$ cat src/rtl/adder_operand_feeder.sv
// adder_operand_feeder: queues (a, b) operand pairs from a valid/ready producer
// and drives a downstream 4-bit adder with the valid=1 (latch sum) /
// valid=0 (publish c) pattern, flagging the cycle in which c holds a new result.
module adder_operand_feeder #(
  parameter int DEPTH  = 4,
  parameter int DATA_W = 4
) (
  input  logic                     clk,
  input  logic                     reset,
  input  logic                     in_valid,
  input  logic [DATA_W-1:0]        in_a,
  input  logic [DATA_W-1:0]        in_b,
  output logic                     in_ready,
  output logic [DATA_W-1:0]        a,
  output logic [DATA_W-1:0]        b,
  output logic                     valid,
  output logic                     result_valid,
  output logic [$clog2(DEPTH):0]   count,
  output logic [7:0]               issue_cnt
);

  localparam int PTR_W = $clog2(DEPTH);
  localparam int CNT_W = PTR_W + 1;

  // IDLE: nothing in flight; DRIVE: adder latches sum; PUBLISH: adder copies sum to c
  typedef enum logic [1:0] {
    IDLE    = 2'd0,
    DRIVE   = 2'd1,
    PUBLISH = 2'd2
  } state_e;

  state_e              state_q, state_d;
  logic [PTR_W-1:0]    wr_ptr_q, wr_ptr_d;
  logic [PTR_W-1:0]    rd_ptr_q, rd_ptr_d;
  logic [CNT_W-1:0]    count_q, count_d;
  logic [DATA_W-1:0]   a_q, a_d;
  logic [DATA_W-1:0]   b_q, b_d;
  logic                valid_q, valid_d;
  logic                result_valid_q, result_valid_d;
  logic [7:0]          issue_cnt_q, issue_cnt_d;

  logic [2*DATA_W-1:0] mem_q [DEPTH];
  logic                push;
  logic                pop;

  // Ready only when out of reset and a slot is free; no bypass of a same-cycle pop.
  assign in_ready = !reset && (count_q < CNT_W'(DEPTH));
  assign push     = in_valid && in_ready;

  // Next-state, FIFO bookkeeping and operand load for the issue handshake.
  always_comb begin
    // NOTE: every signal gets a default first so no path leaves it unassigned,
    // which would otherwise infer a latch.
    state_d        = state_q;
    wr_ptr_d       = wr_ptr_q;
    rd_ptr_d       = rd_ptr_q;
    count_d        = count_q;
    a_d            = a_q;
    b_d            = b_q;
    valid_d        = 1'b0;
    result_valid_d = 1'b0;
    issue_cnt_d    = issue_cnt_q;
    pop            = 1'b0;

    case (state_q)
      IDLE: begin
        if (count_q != '0) begin
          pop     = 1'b1;
          state_d = DRIVE;
        end
      end
      DRIVE: begin
        state_d = PUBLISH;
      end
      PUBLISH: begin
        result_valid_d = 1'b1;
        if (count_q != '0) begin
          pop     = 1'b1;
          state_d = DRIVE;
        end else begin
          state_d = IDLE;
        end
      end
      default: begin
        state_d = IDLE;
      end
    endcase

    if (pop) begin
      {a_d, b_d}  = mem_q[rd_ptr_q];
      valid_d     = 1'b1;
      issue_cnt_d = issue_cnt_q + 8'd1;
      rd_ptr_d    = rd_ptr_q + PTR_W'(1);
    end

    if (push) begin
      wr_ptr_d = wr_ptr_q + PTR_W'(1);
    end

    if (push && !pop) begin
      count_d = count_q + CNT_W'(1);
    end else if (pop && !push) begin
      count_d = count_q - CNT_W'(1);
    end
  end

  // Control and output registers, cleared by synchronous reset.
  always_ff @(posedge clk) begin
    // NOTE: sequential state uses non-blocking assignments so every flop samples
    // the pre-edge values regardless of statement order.
    if (reset) begin
      state_q        <= IDLE;
      wr_ptr_q       <= '0;
      rd_ptr_q       <= '0;
      count_q        <= '0;
      a_q            <= '0;
      b_q            <= '0;
      valid_q        <= 1'b0;
      result_valid_q <= 1'b0;
      issue_cnt_q    <= '0;
    end else begin
      state_q        <= state_d;
      wr_ptr_q       <= wr_ptr_d;
      rd_ptr_q       <= rd_ptr_d;
      count_q        <= count_d;
      a_q            <= a_d;
      b_q            <= b_d;
      valid_q        <= valid_d;
      result_valid_q <= result_valid_d;
      issue_cnt_q    <= issue_cnt_d;
    end
  end

  // FIFO storage write port.
  always_ff @(posedge clk) begin
    // NOTE: the storage array has no reset; emptying the pointers and count is
    // enough, since a slot is never read before it has been written.
    if (push) begin
      mem_q[wr_ptr_q] <= {in_a, in_b};
    end
  end

  assign a            = a_q;
  assign b            = b_q;
  assign valid        = valid_q;
  assign result_valid = result_valid_q;
  assign count        = count_q;
  assign issue_cnt    = issue_cnt_q;

endmodule
$ cat config.mk
export PLATFORM = sky130hd
export DESIGN_NAME = adder_operand_feeder
export DESIGN_NICKNAME = d
export VERILOG_FILES = /design/src/rtl/adder_operand_feeder.sv
export SDC_FILE = /design/constraint.sdc
export NUM_CORES = 1
export LEC_CHECK = 0
export ABC_AREA = 0
export CORE_ASPECT_RATIO = 1.2
export CORE_MARGIN = 5
export CORE_UTILIZATION = 40
export CTS_CLUSTER_DIAMETER = 40
export CTS_CLUSTER_SIZE = 14
export DETAILED_ROUTE_END_ITERATION = 10
export PLACE_DENSITY_LB_ADDON = 0.3
export SYNTH_ARGS = -nofsm -noshare
export SYNTH_HDL_FRONTEND = slang
export SYNTH_SLANG_ARGS = --single-unit
$ cat constraint.sdc
create_clock -name clk -period 3.1 [get_ports clk]
set_clock_uncertainty 0.05 [all_clocks]
set_input_delay 0.31 -clock clk [delete_from_list [all_inputs] [get_ports clk]]
set_output_delay 0.31 -clock clk [all_outputs]
set_load 0.05 [all_outputs]
==> flow_summary.toml, run 1 <==
[clocking]
clk_latency_ns = 0.33
cts_setup_buffers = 0
cts.clk_slew.worst_paths_ns = 0.07
cts_hold_buffers = 0
cts_buffers = 9
clock_path_buffers = 2
cts_tree = "built"
cts-root-buf = "clkbuf_8"
htreeDepth = 3
numClockSinks = 59
cts_resized = 0

[pwr]
p_sw_uw = 957.2
power.density_mw_per_mm2 = 876.5
p_clk_share_pct = 23.4
power_frac_comb_pct = 35.5
switching_share_pct = 37.38
seqPwrFrac_pct = 41.1
leakage_uw = 0.0009878
vdd_drop_max_v = 0.0003383
intPower_uw = 1603

[synth]
synth_seq_area_share_pct = 63.56
synth_top_area_share_pct = 40.68
ys_seq_elements = 59
yosys_warnings = 0
syn_area_sq_mm = 0.002362
avgSynthCellArea_sq_um = 13.50
synth.distinct_cells = 33
yosys.area.top_type = "edfxtp_1"
syn_nets = 193
synthTopCellsByArea = "edfxtp_1, dfxtp_1, mux4_2"
synthCells = 175

[routing]
first_iter_violations = 102
vias = 1482
firstDrtPassIters = 4
vias_per_cell = 4.990
finalWirelength_mm = 4.232
antenna_left = 0
drc_errors = 0
wl_per_cell_um = 14.25

[final_layout]
n_fill_cell = 515
final_nets = 230
diodes = 0
area_growth_pct = 23.68
drive_gt1_share_pct = 14.75

[global_routing]
grt_max_degree = 31
grt_antenna_before_repair = 0
grt_pass1_vias = 1411
track_usage_pct = 12.29
grt_overflow_total = 0
grt_pass1_wl_mm = 6.879

[placed_design]
post-dp-hpwl_mm = 2.809
post-place-ws_ns = 0.5410
gp_congestion = 0.7048
port_buffers = 32

[sta]
worstMarginPinSlew_ns = 0.6238
fmax_mhz = 388.4
rsz0062_at_grt = "no"
max_slew_margin_pct = 58.35
tns_ns = 0
min_period_ns = 2.574
fin_crit_sh_pct = 83.05
fin_ws_ns = 0.5255
hold_violations = 0
setup_viol = 0
slew_viol_final = 0

[critical_path]
max_stage_delay_ns = 0.58
critPathArrivalTime_ns = 2.79
cp.depth = 8
critical_path_class = "reg -> reg"
slowest_stage = "or3_1"
rr_worst_depth = 8
cp-startpoint = "count[2]$_SDFFE_PP0P_"
cp_max_fo = 11
regToRegStartpoint = "count[2]$_SDFFE_PP0P_"
cp.required_ns = 3.32
crit_family = "simple AND/OR/NAND/NOR gates"
cp-start-kind = "flop"
crit_buf_inv = 1
cp-end-kind = "flop"
path_cells = "or3_1 -> nand2_1 -> ha_1 -> inv_1 -> fa_1 -> xor2_1 -> or3_2 -> a21oi_1"

[floorplan]
dieArea_sq_mm = 0.007549
rows = 30
ios = 33
die_width_um = 80.15
start_util_pct = 41.40
die_height_um = 94.18
core_area_sq_mm = 0.005705

[run]
cap_violations = 0

[run_status]
outcome = "finished, final reports clean"

[worst_hold_path]
worstHoldStart = "state_q[1]$_SDFFE_PP0P_"
hp-class = "reg -> reg"
hold_path_depth = 1
[power groups by stage]
stage	Combinational (uW)	Sequential [uW]	Clock, uW
global route	977	1070	656
finish	909	1050	600
floorplan	458	1280	0
global placement	908	1070	0
CTS	917	1060	616
detailed placement	916	1070	0
[cell usage in the layout (no fill, tap or decap), types with 2 or more instances in the layout]
cell type,netlist,routed
a21oi_1,17,17
and2_1,4,4
buf_4,1,4
clkbuf_8,0,10
clkdlybuf4s50_1,0,32
clkinv_2,0,3
dfxtp_1,27,27
edfxtp_1,32,32
ha_1,6,6
inv_1,5,5
inv_4,0,2
mux2_2,2,2
mux4_2,8,8
nand2_1,3,3
nand3_1,11,11
nor2_1,8,8
nor2b_1,2,2
o21ai_0,13,13
o31ai_1,5,5
or3_1,4,4
or4_1,4,4
xor2_1,2,2
[layer usage]
metal | GRT usage (%) | wire [um] | vias up
met5 | 0 | 0 | -
met4 | 7.183 | 87 | 0
met3 | 4.031 | 166 | 9
met2 | 18.23 | 2061 | 32
met1 | 15.51 | 1916 | 710
li1 | - | - | 731
[worst paths after layout]
| check | end | slack [ns] |
|---|---|---|
| worst max register to register | count[2]$_SDFFE_PP0P_ | 0.53 |
| worst min-delay path | state_q[1]$_SDFFE_PP0P_ | 0.37 |
| worst min register to register | state_q[1]$_SDFFE_PP0P_ | 0.37 |
| worst max-delay path | count[2]$_SDFFE_PP0P_ | 0.53 |
[logic make-up after synthesis]
logic type | after synthesis | synth area share (%)
AO/OA/AOI/OAI | 35 | 7.945
XOR/XNOR | 3 | 1.112
adder cells (fa/ha/maj) | 7 | 4.025
buffers and inverters | 15 | 3.337
flip-flops | 59 | 63.56
multiplexers | 11 | 9.004
AND/OR/NAND/NOR | 45 | 11.02
[sequential cells by signal, summed over array words and instances (netlist names)]
name	flops
result_valid	1
wr_ptr_q	2
rd_ptr_q	2
count	3
a	4
mem_q	32
valid	1
b	4
state_q	2
issue_cnt	8
[stage by stage]
stage | power (uW) | area [sq um] | util, % | cells | hold slack [ns]
after floorplan | 1741 | 2362 | - | 175 | 0.3425
after global placement | 1975 | 2753 | 48.25 | 281 | 0.3561
after detailed placement | 1989 | 2753 | 48.25 | 281 | 0.3690
after CTS | 2590 | 2922 | 51.21 | 297 | 0.3786
after global routing | 2707 | 2922 | 51.21 | 297 | 0.3997
final | 2561 | 2922 | 51.21 | 297 | 0.3720
[synthesized netlist by cell type]
cell type,count
xor2_1,2
ha_1,6
nor2b_1,2
nor3_1,1
nand4_1,1
buf_6,2
nor4b_1,1
inv_1,5
clkbuf_1,4
nor3_2,1
nor2_1,8
o21ai_0,13
nand3_1,11
or3_2,1
nand3b_1,1
and2_1,4
nand2_1,3
fa_1,1
o31ai_1,5
edfxtp_1,32
mux4_2,8
or4_1,4
a21oi_1,17
xnor2_1,1
dfxtp_1,27
buf_4,1
mux2_2,2
or3_1,4
nand2b_1,1
nor3b_2,1
mux2i_1,1
buf_2,3
nor3b_1,1
[layout make-up]
class,instances,area [sq um],area share (%)
Timing Repair Buffer,36,350.3,11.99
Clock inverter,5,27.53,0.9422
Clock buffer,11,141.4,4.839
Multi-Input combinational cell,101,782.0,26.77
Sequential cell,59,1501,51.39
Tap cell,80,100.1,3.426
Inverter,5,18.77,0.6424
[worst reg2reg max path: stages, from the launching register on]
cell     delay [ns]
dfxtp_1        0.38
or3_1          0.58
nand2_1        0.19
ha_1           0.19
inv_1          0.06
fa_1           0.37
xor2_1         0.15
or3_2          0.41
a21oi_1        0.14
(Power assumes the default switching activity.)
==> run 2, diff against run 1 <==
==> constraint.sdc (replaced) <==
create_clock -name clk -period 2.5 [get_ports clk]
set_clock_uncertainty 0.05 [all_clocks]
set_input_delay 0.25 -clock clk [delete_from_list [all_inputs] [get_ports clk]]
set_output_delay 0.25 -clock clk [all_outputs]
set_load 0.05 [all_outputs]
==> run 2 against run 1 <==
Combinational power increased by 30%. Clock power grew 56%. Hold slack got worse by 0.0013 ns. Highest routed layer unchanged. Power rose by 33%. Sequential share of layout area is 1.3 points lower. Largest power group unchanged. Routed wire length up 1.3%. Count of clock-buffer cells in the layout shrank 2. Cell count rose by 1.0%.
==> flow_summary.toml, run 2 (same netlist as run 1, synthesis figures left out) <==
[placed_design]
port_buffers = 32
gp_congestion = 0.7291
post-dp-hpwl_mm = 2.913
dpl-instance-area_sq_mm = 0.002789

[pwr]
vdd_drop_max_v = 0.0004010
power.density_mw_per_mm2 = 1136
leakage_uw = 0.001018

[routing]
finalWirelength_mm = 4.287
firstDrtPassIters = 4
vias = 1504
drc_errors = 0
antenna_left = 0
first_iter_violations = 127
vias_per_cell = 5.013
wl_per_cell_um = 14.29

[sta]
fmax_mhz = 438.8
tns_ns = 0
worstMarginPinSlew_ns = 0.6024
min_period_ns = 2.279
setup_viol = 0
max_slew_margin_pct = 59.79
hold_violations = 0
fin_crit_sh_pct = 91.17
slew_viol_final = 0
whs_ns = 0.3706
rsz0062_at_grt = "no"

[run_status]
outcome = "finished, final reports clean"

[final_layout]
ff_latch_area_sq_mm = 0.001505
final_cell_mix = "edfxtp_1, clkdlybuf4s50_1, dfxtp_1"
drive_gt1_share_pct = 17.73
area_growth_pct = 27.22
largest-register = "mem_q"
n_fill_cell = 530
postLayoutCoreUtil_pct = 52.68
diodes = 0
largest_register_ffs = 32
layout_commonest_cell = "edfxtp_1"
multiInputGateArea_sq_um = 782.0
final_nets = 233
fin_area_sq_mm = 0.003005

[clocking]
cts_resized = 0
cts_tree = "built"
clock_path_buffers = 2
clk_latency_ns = 0.33
cts_buffers = 9
cts-root-buf = "clkbuf_8"
cts.clk_slew.worst_paths_ns = 0.07
cts_hold_buffers = 0
cts_setup_buffers = 0
htreeDepth = 3
numClockSinks = 59

[critical_path]
cp-start-kind = "flop"
slowest_stage = "or3_2"
max_stage_delay_ns = 0.40
critPathArrivalTime_ns = 2.49
critical_path_class = "reg -> reg"
cp-end-kind = "flop"
cp.required_ns = 2.71
cp_max_fo = 5
path_cells = "or3_1 -> nand2_1 -> ha_1 -> inv_1 -> fa_1 -> xor2_1 -> or3_2 -> a21oi_1"

[global_routing]
grt_max_degree = 31
grt_overflow_total = 0
track_usage_pct = 12.46
grt_pass1_wl_mm = 7.024
grt_antenna_before_repair = 0
grt_pass1_vias = 1454

[run]
cap_violations = 0

[floorplan]
ios = 33
die_width_um = 80.15
die_height_um = 94.18
start_util_pct = 41.40
rows = 30
core_area_sq_mm = 0.005705
dieArea_sq_mm = 0.007549

[worst_hold_path]
hp-class = "reg -> reg"
==> run 2: power breakdown <==
| part | switching, uW | internal [uW] |
|---|---|---|
| clock | 380 | 557 |
| combinational | 710 | 469 |
| sequential | 123 | 1170 |
| total | 1210 | 2200 |
==> run 2: area by class of cell <==
| type | count | area share (%) |
|---|---|---|
| clock buffer | 9 | 4.122 |
| tap | 80 | 3.331 |
| clock inverter | 7 | 3.081 |
| multi-input combinational | 101 | 26.02 |
| timing repair buffer | 39 | 12.74 |
| sequential | 59 | 50.08 |
| inverter | 5 | 0.6245 |
==> run 2: worst paths after layout <==
path	from	endpoint	slack, ns	cells past startpoint
min reg2reg	state_q[1]$_SDFFE_PP0P_	state_q[1]$_SDFFE_PP0P_	0.37	1
max reg2reg	count[1]$_SDFFE_PP0P_	count[2]$_SDFFE_PP0P_	0.22	8
max	count[1]$_SDFFE_PP0P_	count[2]$_SDFFE_PP0P_	0.22	8
min	state_q[1]$_SDFFE_PP0P_	state_q[1]$_SDFFE_PP0P_	0.37	1
==> run 2: per-stage QoR <==
stage | setup slack (ns) | total power (uW) | std cells
floorplan | 0.02033 | 2163 | 175
global placement | 0.1726 | 2497 | 284
detailed placement | 0.1160 | 2513 | 284
CTS | 0.2196 | 3449 | 300
global route | 0.1152 | 3606 | 300
finish | 0.2208 | 3413 | 300
==> run 2: worst max-delay path: cells and delay by family (launching register included) <==
kind,cells,cell delay (ns)
xor+xnor,1,0.15
compound gates,1,0.15
simple gates,3,0.88
flops,1,0.35
fa+ha+maj,2,0.57
buf+inv,1,0.06
==> run 2: metal layers <==
metal,global-route usage [%],wire [um]
met2,20.03,2157
met4,6.761,85
met3,4.031,183
met1,14.61,1861
met5,0,0
